## src/rtl/hazard_pkg.sv

```systemverilog
// hazard_pkg: shared types and constants for the pipeline interlock.
//   mul_state_e : multiplier sequencer states (IDLE, START, BUSY, DONE)
//   sb_entry_t  : one scoreboard entry {valid, destination reg, mul flag}
//   REG_ZERO    : hard-wired zero register, never a hazard source
//   src_match   : true when an in-use, non-zero source hits a valid entry
package hazard_pkg;

  typedef enum logic [1:0] {
    IDLE  = 2'd0,
    START = 2'd1,
    BUSY  = 2'd2,
    DONE  = 2'd3
  } mul_state_e;

  typedef struct packed {
    logic       valid;
    logic [4:0] rd;
    logic       mul;
  } sb_entry_t;

  localparam logic [4:0] REG_ZERO = 5'd0;
  localparam sb_entry_t  SB_EMPTY = '{valid: 1'b0, rd: 5'd0, mul: 1'b0};

  // Scoreboard slot indices, youngest first
  localparam int SB_EX    = 0;
  localparam int SB_MEM   = 1;
  localparam int SB_WB    = 2;
  localparam int SB_DEPTH = 3;

  function automatic logic src_match(input logic use_src, input logic [4:0] src,
                                     input sb_entry_t e);
    return use_src && (src != REG_ZERO) && e.valid && (e.rd == src);
  endfunction

endpackage

```

## src/rtl/hazard_ctrl_mul_sequencer.sv

```systemverilog
// mul_sequencer: starts the multicycle multiplier when a MUL sits in EX and
// holds EX until the product is ready or the timeout expires.
//   CLK, RST  : clock, synchronous active-low reset
//   ex_mul    : the EX scoreboard entry is a MUL
//   mul_done  : multiplier finished (only honoured in BUSY)
//   ex_hold   : freeze EX while the MUL is being sequenced
//   mul_start : one-cycle start pulse
//   mul_err   : sticky timeout flag, cleared only by reset
module mul_sequencer
  import hazard_pkg::*;
#(
  parameter int MUL_TIMEOUT = 40,
  parameter int CNT_W       = 6
) (
  input  logic CLK,
  input  logic RST,
  input  logic ex_mul,
  input  logic mul_done,
  output logic ex_hold,
  output logic mul_start,
  output logic mul_err
);

  localparam logic [CNT_W-1:0] CNT_LAST = CNT_W'(MUL_TIMEOUT - 1);

  mul_state_e       state_r, state_nxt_s;
  logic [CNT_W-1:0] cnt_r, cnt_nxt_s;
  logic             err_r, err_nxt_s;
  logic             hold_s, start_s;

  // State, timeout counter and sticky error registers
  always_ff @(posedge CLK) begin
    if (!RST) begin
      state_r <= IDLE;
      cnt_r   <= {CNT_W{1'b0}};
      err_r   <= 1'b0;
    end else begin
      state_r <= state_nxt_s;
      cnt_r   <= cnt_nxt_s;
      err_r   <= err_nxt_s;
    end
  end

  // Next-state, counter and hold/start decode
  always_comb begin
    state_nxt_s = state_r;
    cnt_nxt_s   = cnt_r;
    err_nxt_s   = err_r;
    hold_s      = 1'b0;
    start_s     = 1'b0;
    case (state_r)
      IDLE: begin
        if (ex_mul) begin
          hold_s      = 1'b1;
          state_nxt_s = START;
        end else begin
          state_nxt_s = IDLE;
        end
      end
      START: begin
        hold_s      = 1'b1;
        start_s     = 1'b1;
        cnt_nxt_s   = {CNT_W{1'b0}};
        state_nxt_s = BUSY;
      end
      BUSY: begin
        hold_s    = 1'b1;
        cnt_nxt_s = cnt_r + CNT_W'(1);
        if (mul_done) begin
          state_nxt_s = DONE;
        end else if (cnt_r == CNT_LAST) begin
          // Forced exit: the product is abandoned and the error latched
          state_nxt_s = DONE;
          err_nxt_s   = 1'b1;
        end else begin
          state_nxt_s = BUSY;
        end
      end
      DONE: begin
        // EX/MEM captures the product this cycle; EX is released
        state_nxt_s = IDLE;
      end
      default: begin
        state_nxt_s = IDLE;
      end
    endcase
  end

  // Outputs forced low while reset is asserted
  assign ex_hold   = hold_s & RST;
  assign mul_start = start_s & RST;
  assign mul_err   = err_r & RST;

endmodule

```

## src/rtl/hazard_ctrl.sv

```systemverilog
// hazard_ctrl: RAW interlock and multiplier sequencing for the 5-stage core.
//   CLK, RST                 : clock, synchronous active-low reset
//   id_valid                 : ID holds a real instruction
//   id_rs/id_rt, id_use_*    : ID source registers and their use flags
//   id_wr_en, id_wr_reg      : ID destination write enable and register
//   id_is_mul                : ID instruction is a MUL
//   mul_done                 : multiplier finished
//   stall_if                 : hold PC and IF/ID
//   bubble                   : zero control into ID/EX
//   ex_hold                  : hold ID/EX and multiplier operands, bubble EX/MEM
//   mul_start, mul_err       : multiplier start pulse, sticky timeout flag
module hazard_ctrl
  import hazard_pkg::*;
#(
  parameter int WB_BYPASS   = 0,
  parameter int MUL_TIMEOUT = 40,
  parameter int CNT_W       = 6
) (
  input  logic       CLK,
  input  logic       RST,
  input  logic       id_valid,
  input  logic [4:0] id_rs,
  input  logic [4:0] id_rt,
  input  logic       id_use_rs,
  input  logic       id_use_rt,
  input  logic       id_wr_en,
  input  logic [4:0] id_wr_reg,
  input  logic       id_is_mul,
  input  logic       mul_done,
  output logic       stall_if,
  output logic       bubble,
  output logic       ex_hold,
  output logic       mul_start,
  output logic       mul_err
);

  // A write-first register file makes the WB slot invisible to ID
  localparam bit CHK_WB = (WB_BYPASS == 0);

  sb_entry_t sb_r [SB_DEPTH];
  sb_entry_t ex_new_s;
  logic      hazard_s;
  logic      ex_hold_s;

  mul_sequencer #(
    .MUL_TIMEOUT (MUL_TIMEOUT),
    .CNT_W       (CNT_W)
  ) u_mul_seq (
    .CLK       (CLK),
    .RST       (RST),
    .ex_mul    (sb_r[SB_EX].mul),
    .mul_done  (mul_done),
    .ex_hold   (ex_hold_s),
    .mul_start (mul_start),
    .mul_err   (mul_err)
  );

  // RAW comparison of both ID sources against the tracked destinations
  always_comb begin
    hazard_s = 1'b0;
    for (int i = 0; i < SB_DEPTH; i++) begin
      hazard_s = hazard_s
               | ((src_match(id_use_rs, id_rs, sb_r[i]) | src_match(id_use_rt, id_rt, sb_r[i]))
                  & ((i != SB_WB) | CHK_WB));
    end
    hazard_s = hazard_s & id_valid & RST;
  end

  assign stall_if = hazard_s | ex_hold_s;
  assign bubble   = hazard_s & ~ex_hold_s;
  assign ex_hold  = ex_hold_s;

  // Entry that ID would push into EX this cycle
  always_comb begin
    ex_new_s = SB_EMPTY;
    if (bubble) begin
      ex_new_s = SB_EMPTY;
    end else begin
      ex_new_s.valid = id_valid & id_wr_en;
      ex_new_s.rd    = id_wr_reg;
      ex_new_s.mul   = id_valid & id_is_mul;
    end
  end

  // Scoreboard shift; during a hold EX is frozen and MEM takes a bubble
  always_ff @(posedge CLK) begin
    if (!RST) begin
      for (int i = 0; i < SB_DEPTH; i++) begin
        sb_r[i] <= SB_EMPTY;
      end
    end else if (ex_hold_s) begin
      sb_r[SB_MEM] <= SB_EMPTY;
      sb_r[SB_WB]  <= sb_r[SB_MEM];
    end else begin
      sb_r[SB_EX]  <= ex_new_s;
      sb_r[SB_MEM] <= sb_r[SB_EX];
      sb_r[SB_WB]  <= sb_r[SB_MEM];
    end
  end

endmodule

```

## config.mk

```make
export PLATFORM = sky130hd
export DESIGN_NAME = hazard_ctrl
export DESIGN_NICKNAME = d
export VERILOG_FILES = /design/src/rtl/hazard_pkg.sv /design/src/rtl/hazard_ctrl_mul_sequencer.sv /design/src/rtl/hazard_ctrl.sv
export SDC_FILE = /design/constraint.sdc
export NUM_CORES = 1
export LEC_CHECK = 0
export BUFFER_PORTS_ARGS = -buffer_cell sky130_fd_sc_hd__buf_4
export CAP_MARGIN = 20
export CORE_MARGIN = 8
export CORE_UTILIZATION = 30
export CTS_CLUSTER_DIAMETER = 30
export CTS_CLUSTER_SIZE = 40
export DETAILED_ROUTE_END_ITERATION = 16
export GPL_ROUTABILITY_DRIVEN = 0
export SLEW_MARGIN = 40
export SYNTH_ARGS = -nofsm -noshare
export SYNTH_HDL_FRONTEND = slang
export SYNTH_SLANG_ARGS = --single-unit
```

## constraint.sdc

```tcl
create_clock -name CLK -period 3 [get_ports CLK]
set_input_delay 0.3 -clock CLK [delete_from_list [all_inputs] [get_ports CLK]]
set_output_delay 0.3 -clock CLK [all_outputs]
set_load 0.1 [all_outputs]
```

**Yosys cells after proc, flatten, opt, wreduce, memory -nomap -nowiden**

Memory sizes are Yosys's and may differ from the RTL's.
Cells that the tools add are included.

- Register bits: 9
- RAM bits: 21
- Input port bits: 23
- Word-level logic and storage cells: 77
- Memories kept: 1

Memories:

| memory | words | width | read ports | clocked after memory_dff | wr ports | line | source |
|---|---|---|---|---|---|---|---|
| sb_r | 3 | 7 | 3 | 0 | 3 | hazard_ctrl.sv:40 | `sb_entry_t sb_r [SB_DEPTH];` |

- Add/subtract/negate cells: 1
- Equality and inequality tests: 10
- Muxes and demuxes: 21
- Bitwise logic cells: 21
- Reductions and logical operators: 20

Operators with widths:

| cell | number |
|---|---|
| $mux W7 | 6 |
| $eq A5 B5 Y1 | 6 |
| $logic_and A1 B1 Y1 | 14 |
| $pmux W6 S2 | 1 |
| $mux W1 | 11 |
| $or A1 B1 Y1 | 11 |
| $reduce_bool A5 Y1 | 2 |
| $and A1 B1 Y1 | 8 |
| $pmux W2 S4 | 1 |
| $add A6 B1 Y6 const B | 1 |
| $eq A6 B6 Y1 const B | 1 |
| $eq A2 B2 Y1 const B | 2 |
| $reduce_and A3 Y1 | 1 |
| $eq A2 B1 Y1 const B | 1 |
| $logic_not A2 Y1 | 1 |
| $mux W2 | 1 |
| $not A1 Y1 | 2 |
| $pmux W1 S2 | 1 |
| $reduce_bool A2 Y1 | 1 |
| $reduce_or A2 Y1 | 1 |

**Longest topological paths before layout**

Gate-level depths: netlist of run 1.

- Depth in word-level cells: 12
- Mapped depth: 9
- Mapped depth without buffers: 7

**By module**

From an unflattened synthesis of run 1, not the netlist that was laid out.

- Cells, all modules: 161
- Area total of the unflattened synthesis: 1692.9 um^2

Modules (own cells, without submodules):

| module | instances | cells an instance | area an instance (um^2) | sequential area each (um^2) |
|---|---|---|---|---|
| hazard_ctrl | 1 | 108 | 1214.9 | 570.5 |
| mul_sequencer | 1 | 53 | 478.0 | 180.2 |

**Least setup slack after synthesis of run 1**

No wires, ideal clock.

- Kind: register -> output
- Start point: register u_mul_seq.state_r[0]
- End point: output stall_if
- Data arrival time: 2.812 ns
- Data required time: 2.700 ns
- Slack: -0.112 ns
- Cell stages (with the launch flop): 9
- Cells stage by stage: dfxtp_1 inv_1 ha_1 buf_2 a21oi_1 nor2_1 nand2_1 inv_1 a311o_1

- Cells in the longest elaborated chain, start to end: 5
- Elaborated cells between the ends (all ways): 7
- Those cells by class: eq/ne (2); mux (1); bitwise (2); reduce/logical (2)

Ends and longest elaborated chain:

| item | line | source |
|---|---|---|
| from (decl) | hazard_ctrl_mul_sequencer.sv:26 | `mul_state_e state_r, state_nxt_s;` |
| from (signal assigned) | hazard_ctrl_mul_sequencer.sv:38 | `state_r <= state_nxt_s;` |
| $eq A2 B1 Y1 / $eq A2 B2 Y1 (equally long branches) | hazard_ctrl_mul_sequencer.sv:51 | `case (state_r)` |
| $reduce_or A2 Y1 (no source line) | - |  |
| $pmux W1 S2 (*) | hazard_ctrl_mul_sequencer.sv:51 |  |
| $and A1 B1 Y1 (*) | hazard_ctrl_mul_sequencer.sv:90 | `assign ex_hold = hold_s & RST;` |
| via ex_hold | hazard_ctrl.sv:32 | `output logic ex_hold,` |
| $or A1 B1 Y1 (*) | hazard_ctrl.sv:69 | `assign stall_if = hazard_s \| ex_hold_s;` |
| to (decl) | hazard_ctrl.sv:30 | `output logic stall_if,` |

The timed path passes the listed nets; every way through them passes the cells marked *.

**Worst setup path in the final report of run 1**

- Start point: register u_mul_seq.state_r[0]
- End point: output stall_if

- Cells in the longest elaborated chain, start to end: 5
- Elaborated cells between the ends (all ways): 7
- Those cells by class: eq/ne (2); mux (1); bitwise (2); reduce/logical (2)

Ends and longest elaborated chain:

| item | line |
|---|---|
| $eq A2 B1 Y1 / $eq A2 B2 Y1 (equally long branches) | hazard_ctrl_mul_sequencer.sv:51 |
| $reduce_or A2 Y1 (no source line) | - |
| $pmux W1 S2 (*) | hazard_ctrl_mul_sequencer.sv:51 |
| $and A1 B1 Y1 (*) | hazard_ctrl_mul_sequencer.sv:90 |
| $or A1 B1 Y1 (*) | hazard_ctrl.sv:69 |

Mark *: on every way between the ends. The rest lies on a longest branch, timed or not.

==> flow_metrics.env, run 1 <==
export IMPL_fin_setup_tns_ns=0
export IMPL_clk_pin_slew_worst_paths_ns=0.10
export IMPL_slew_headroom_pct=60.3
export IMPL_grt_pass1_wl_mm=5.88
export IMPL_drtPass1Iterations=4
export IMPL_clock_path_buffers=2
export IMPL_avgSynthCellArea_sq_um=10.2
export IMPL_worst_slew_pin_slew_ns=0.589
export IMPL_overflow=0
export IMPL_post_cts_buffers=0
export IMPL_finalWirelength_mm=3.68
export IMPL_skew_ns=0.00616
export IMPL_antenna_found_initial=0
export IMPL_core_area_sq_mm=0.00541
export IMPL_via_per_inst=4.50
export IMPL_drtAntennaViolNets=0
export IMPL_critPathMaxStageDelay_ns=0.40
export IMPL_nNetsFinal=230
export IMPL_crit_path_start_kind="flop"
export IMPL_dieArea_sq_mm=0.00815
export IMPL_combPwrFrac_pct=27.7
export IMPL_clk_latency_ns=0.27
export IMPL_critPathSlowestCell="ha_1"
export IMPL_place_inst=268
export IMPL_numPortBuffers=27
export IMPL_drive_above_1_share_pct=18.0
export IMPL_critPathRequiredTime_ns=2.70
export IMPL_place_ws_ns=0.656
export IMPL_start_util_pct=30.6
export IMPL_cts_tree="done"
export IMPL_clock_fmax_mhz=378
export IMPL_htree_levels=1
export IMPL_wl_per_cell_um=13.5
export IMPL_vias=1225
export IMPL_crit_top_cell="inv_1"
export IMPL_crit_type="flop to primary output"
export IMPL_dpl_cell_area_sq_mm=0.00197
export IMPL_cts_resized=0
export IMPL_die_width_um=90.3
export IMPL_peakVddDrop_v=0.000320
export IMPL_min_period_ns=2.65
export IMPL_chipHeight_um=90.3
export IMPL_drt_initial_drc_count=77
export IMPL_fin_cells=272
export IMPL_grt_pass1_vias=1233
export IMPL_setup_viol=0
export IMPL_cts_hold_buffers=0
export IMPL_netlist_area_sq_mm=0.00166
export IMPL_yosysWarnings=0
export IMPL_critical_path_arrival_ns=2.35
export IMPL_synthTopCellsByArea="edfxtp_1 (34%), xor2_1 (15%), dfxtp_1 (11%), ha_1 (4.5%), xnor2_1 (3.7%)"
export IMPL_cp_max_fo=8
export IMPL_clkPwrFrac_pct=22.8
export IMPL_rsz0062_at_grt="no"
export IMPL_root_buffer="clkbuf_8"
export IMPL_grt_max_degree=31
export IMPL_power_density_mw_per_mm2=508
export IMPL_yosysTopAreaCellShare_pct=34.5
export IMPL_critPathCaptureType="primary output"
export IMPL_hold_class="primary input to flop"
export IMPL_cts_sink_count=28
export IMPL_io_pins=28
export IMPL_p_int_uw=693
export IMPL_hpwl_mm=2.88
export IMPL_p_sw_share_pct=32.7
export IMPL_synthCells=163
export IMPL_fp_row_count=27
export IMPL_drv_cap=0
export IMPL_drc=0
export IMPL_cp_cell_sequence="inv_1 > ha_1 > a21oi_1 > nor2_1 > nand2_1 > inv_1 > a311o_2 > buf_4"
export IMPL_fin_area_sq_mm=0.00203
export IMPL_p_leak_uw=0.000854
export IMPL_ys_seq_area_share_pct=45.4
export IMPL_ys_seq_elements=28
export IMPL_power_frac_seq_pct=49.6
export IMPL_status="finished clean"
export IMPL_p_switching_uw=337
export IMPL_cts_inserted_buffers=3
export IMPL_diodes=0
export IMPL_synth_cell_type_count=32
export IMPL_area_growth_syn_to_layout_pct=22.4
export IMPL_grt_usage_pct=8.92
export IMPL_final_hold_viol_count=0
export IMPL_post_route_period_util_pct=88.2
export IMPL_synth_area_leader_cell="edfxtp_1"
export IMPL_drv_slew=0
export IMPL_setup_ws_ns=0.354
cell type report:
| class | instances | area [sq um] |
|---|---|---|
| sequential | 28 | 751 |
| clock buffer | 4 | 55.1 |
| fill | 569 | 3380 |
| inverter | 6 | 22.5 |
| tap | 72 | 90.1 |
| timing repair buffer | 27 | 203 |
| multi-input combinational | 135 | 905 |
metrics by stage:
step	hold slack [ns]	utilization [%]	total power [uW]
3_3_place_gp	0.447	36.5	800
6_report	0.358	37.5	1030
4_1_cts	0.350	37.5	1040
5_1_grt	0.350	37.5	1090
2_1_floorplan	0.432	-	721
3_5_place_dp	0.449	36.5	806
synth_stat cells:
library cell and number:
a211oi_1 1, nand3_1 10, o21ai_0 1, nor2_1 7, o21a_1 2, o21ai_2 1, nor4_1 6, nor2b_1 1
a21oi_1 2, or4_1 2, and3_1 7, or2_2 1, a311o_1 1, nand2_1 10, or3b_1 1, xnor2_1 7
nor3_1 8, conb_1 1, nand3_2 1, xor2_1 28, nand4_1 3, buf_2 1, ha_1 6, a21boi_0 1
a31oi_1 5, clkbuf_1 4, and2_1 9, a311oi_2 1, o211a_1 1, edfxtp_1 19, inv_1 6, dfxtp_1 9
worst paths after layout:
kind / endpoint / cells after the start / slack [ns] / startpoint
worst max-delay path: stall_if / 8 / 0.35 / u_mul_seq.state_r[0]$_SDFF_PN0_
worst min-delay path: u_mul_seq.err_r$_SDFFE_PN0P_ / 3 / 0.36 / mul_done
worst max register to register: sb_r[0][2]$_SDFFCE_PP0P_ / 7 / 0.69 / u_mul_seq.state_r[0]$_SDFF_PN0_
worst min register to register: u_mul_seq.err_r$_SDFFE_PN0P_ / 1 / 0.48 / u_mul_seq.err_r$_SDFFE_PN0P_
cells in the final DEF, fill, tap and decap left out, drive strengths merged, types with 3 or more instances in the layout:
cell    instances
inv             6
nand2          10
buf            27
nand4           3
xnor2           7
nor3            8
and3            7
nor4            6
ha              6
edfxtp         19
xor2           28
conb           12
and2            9
nand3          11
clkbuf          4
a31oi           5
nor2            7
dfxtp           9
critical path: cells and delay by family (launching register included):
kind                     cells  cell delay [ns]
AO/OA/AOI/OAI                2             0.50
buffers and inverters        3             0.42
adder cells (fa/ha/maj)      1             0.40
flip-flops                   1             0.38
AND/OR/NAND/NOR              2             0.37
cells by family after synthesis:
logic type                 count (synthesis)  synth area share, %
AOI/OAI and AO/OA                         16                 7.26
xor gates and xnor gates                  35                 18.5
adders and majority gates                  6                 4.54
buffers and inverters                     11                 2.57
DFF                                       28                 45.4
other                                      1                0.227
and+or+nand+nor                           66                 21.5
power by group through the flow:
| stage | Sequential (uW) | Combinational [uW] | Clock [uW] |
|---|---|---|---|
| 3_5_place_dp | 520 | 286 | 0 |
| 4_1_cts | 511 | 288 | 241 |
| 2_1_floorplan | 507 | 214 | 0 |
| 6_report | 510 | 285 | 234 |
| 3_3_place_gp | 518 | 282 | 0 |
| 5_1_grt | 518 | 317 | 256 |
metal layers:
metal / vias up / part of all wire, % / global-route usage [%]
met2: 33 / 41 / 12.8
li1: 640 / - / -
met4: 0 / 0.98 / 3.33
met5: - / 0 / 0
met1: 550 / 52 / 12.1
met3: 2 / 6.2 / 2.91
flip-flops by register name (all words and copies together), names as in the netlist:
| register | cells |
|---|---|
| u_mul_seq.state_r | 2 |
| u_mul_seq.cnt_r | 6 |
| sb_r | 19 |
| u_mul_seq.err_r | 1 |
(Power assumes the default switching activity.)
==> run 2: changes to the inputs <==
--- a/config.mk
+++ b/config.mk
@@ -5,7 +5,7 @@
 export SDC_FILE = /design/constraint.sdc
 export NUM_CORES = 1
 export LEC_CHECK = 0
-export BUFFER_PORTS_ARGS = -buffer_cell sky130_fd_sc_hd__buf_4
+export BUFFER_PORTS_ARGS = -buffer_cell sky130_fd_sc_hd__clkbuf_2
 export CAP_MARGIN = 20
 export CORE_MARGIN = 8
 export CORE_UTILIZATION = 30
==> run 2 against run 1 <==
  * Via count stayed put
  * Design area is 2.8% lower
  * Fmax is 6.0% lower
  * Hold slack worse by 0.016 ns
  * First-iteration DRC count is 23% lower
  * Sequential share of layout area is 1.1 points higher
  * Count of clock-buffer cells in the layout stayed put
  * Die area stayed put
  * Highest routed layer unchanged
  * Clock skew hardly changed
  * Largest cell class unchanged
==> flow_metrics.env, run 2 (synthesis results as in run 1) <==
export IMPL_via_per_inst=4.50
export IMPL_finalPower_uw=1050
export IMPL_root_buffer="clkbuf_8"
export IMPL_fp_row_count=27
export IMPL_nNetsFinal=230
export IMPL_drv_slew=0
export IMPL_antenna_found_initial=0
export IMPL_cts_resized=0
export IMPL_p_int_uw=707
export IMPL_power_density_mw_per_mm2=533
export IMPL_core_area_sq_mm=0.00541
export IMPL_drt_initial_drc_count=59
export IMPL_gr_usage_met3_pct=2.33
export IMPL_crit_path_start_kind="flop"
export IMPL_worst_slew_pin_slew_ns=0.533
export IMPL_cts_inserted_buffers=3
export IMPL_dpl_cell_area_sq_mm=0.00190
export IMPL_combPwrFrac_pct=25.8
export IMPL_p_leak_uw=0.000841
export IMPL_final_cell_mix="xor2_1 (28), clkbuf_2 (27), edfxtp_1 (19), conb_1 (12)"
export IMPL_drv_cap=0
export IMPL_drive_above_1_share_pct=18.0
export IMPL_hpwl_mm=2.83
export IMPL_clock_fmax_mhz=355
export IMPL_crit_type="flop to primary output"
export IMPL_finalWirelength_mm=3.62
export IMPL_clk_latency_ns=0.28
export IMPL_slew_headroom_pct=64.1
export IMPL_post_route_period_util_pct=93.8
export IMPL_htree_levels=1
export IMPL_busiest_layer="met2"
export IMPL_grt_use_met2_pct=12.6
export IMPL_io_pins=28
export IMPL_overflow=0
export IMPL_vias=1225
export IMPL_p_switching_uw=342
export IMPL_grt_usage_pct=8.92
export IMPL_start_util_pct=30.6
export IMPL_clock_path_buffers=2
export IMPL_hold_class="primary input to flop"
export IMPL_max_flop_register="sb_r"
export IMPL_final_hold_viol_count=0
export IMPL_die_width_um=90.3
export IMPL_power_frac_seq_pct=48.4
export IMPL_clk_pin_slew_worst_paths_ns=0.10
export IMPL_dieArea_sq_mm=0.00815
export IMPL_cp_max_fo=8
export IMPL_cts_tree="done"
export IMPL_fin_area_sq_mm=0.00197
export IMPL_status="finished clean"
export IMPL_drtPass1Iterations=4
export IMPL_cts_sink_count=28
export IMPL_diodes=0
export IMPL_rsz0062_at_grt="no"
export IMPL_grt_pass1_vias=1224
export IMPL_nFillCells=592
export IMPL_drtAntennaViolNets=0
export IMPL_p_sw_share_pct=32.6
export IMPL_largest_reg_flops=19
export IMPL_clkPwrFrac_pct=25.7
export IMPL_critPathRequiredTime_ns=2.70
export IMPL_chipHeight_um=90.3
export IMPL_area_growth_syn_to_layout_pct=19.0
export IMPL_grt_max_degree=31
export IMPL_wl_per_cell_um=13.3
export IMPL_critPathCaptureType="primary output"
export IMPL_cts_hold_buffers=0
export IMPL_setup_viol=0
export IMPL_multiInputGateArea_sq_um=905
export IMPL_regArea_sq_um=751
export IMPL_numPortBuffers=27
export IMPL_drc=0
export IMPL_mostFrequentLayoutCell="xor2_1"
export IMPL_post_cts_buffers=0
export IMPL_critical_path_arrival_ns=2.51
export IMPL_peakVddDrop_v=0.000267
export IMPL_fin_setup_tns_ns=0
export IMPL_met1_usage_pct=12.4
export IMPL_min_period_ns=2.81
export IMPL_grt_pass1_wl_mm=5.85
export IMPL_skew_ns=0.00653
export IMPL_reg_top3="sb_r: 19 flops, u_mul_seq.cnt_r: 6 flops, u_mul_seq.state_r: 2 flops"
[run 2: cell types whose count changed in the layout (fill, tap and decap cells not counted), sizes merged]
cell    before  now
buf         27    0
clkbuf       4   31
[run 2: final cells by class]
cell class	count	area share [%]
Sequential cell	28	38.1
Timing Repair Buffer	27	6.86
Tap cell	72	4.57
Inverter	6	1.14
Clock buffer	4	3.37
Multi-Input combinational cell	135	45.9
[run 2: power by group through the flow]
| stage | Clock (uW) | Combinational, uW | Sequential [uW] |
|---|---|---|---|
| 3_5_place_dp | 0 | 271 | 518 |
| 5_1_grt | 289 | 300 | 514 |
| 2_1_floorplan | 0 | 214 | 507 |
| 4_1_cts | 276 | 274 | 509 |
| 6_report | 270 | 271 | 508 |
| 3_3_place_gp | 0 | 270 | 517 |
[run 2: worst paths after layout]
check / start / end / slack (ns) / depth (start not counted)
setup / recovery: u_mul_seq.state_r[0]$_SDFF_PN0_ / bubble / 0.19 / 8
setup reg to reg: u_mul_seq.state_r[0]$_SDFF_PN0_ / sb_r[0][3]$_SDFFCE_PP0P_ / 0.71 / 7
hold reg to reg: u_mul_seq.err_r$_SDFFE_PN0P_ / u_mul_seq.err_r$_SDFFE_PN0P_ / 0.47 / 1
hold / removal: id_wr_reg[0] / sb_r[0][1]$_SDFFCE_PP0P_ / 0.34 / 3
[run 2: stage by stage]
| step | setup slack [ns] | utilization, % | hold WS [ns] | std cells |
|---|---|---|---|---|
| after floorplan | 0.235 | - | 0.432 | 174 |
| after global placement | 0.517 | 35.2 | 0.446 | 268 |
| after global routing | 0.0126 | 36.4 | 0.343 | 272 |
| after detailed placement | 0.512 | 35.2 | 0.450 | 268 |
| final | 0.185 | 36.4 | 0.342 | 272 |
| after CTS | 0.181 | 36.4 | 0.341 | 272 |
[run 2: critical path: stages, from the launching register on]
cell      delay [ns]
dfxtp_1         0.38
inv_1           0.09
ha_1            0.40
a21oi_1         0.18
or2_2           0.20
nand2_1         0.06
a31oi_1         0.29
o211a_1         0.19
clkbuf_2        0.45
[run 2: metal layers]
metal  wire length [um]  up-vias
met5                  0        -
met2               1430       31
met4                 63        0
li1                   -      639
met3                145        5
met1               1980      550
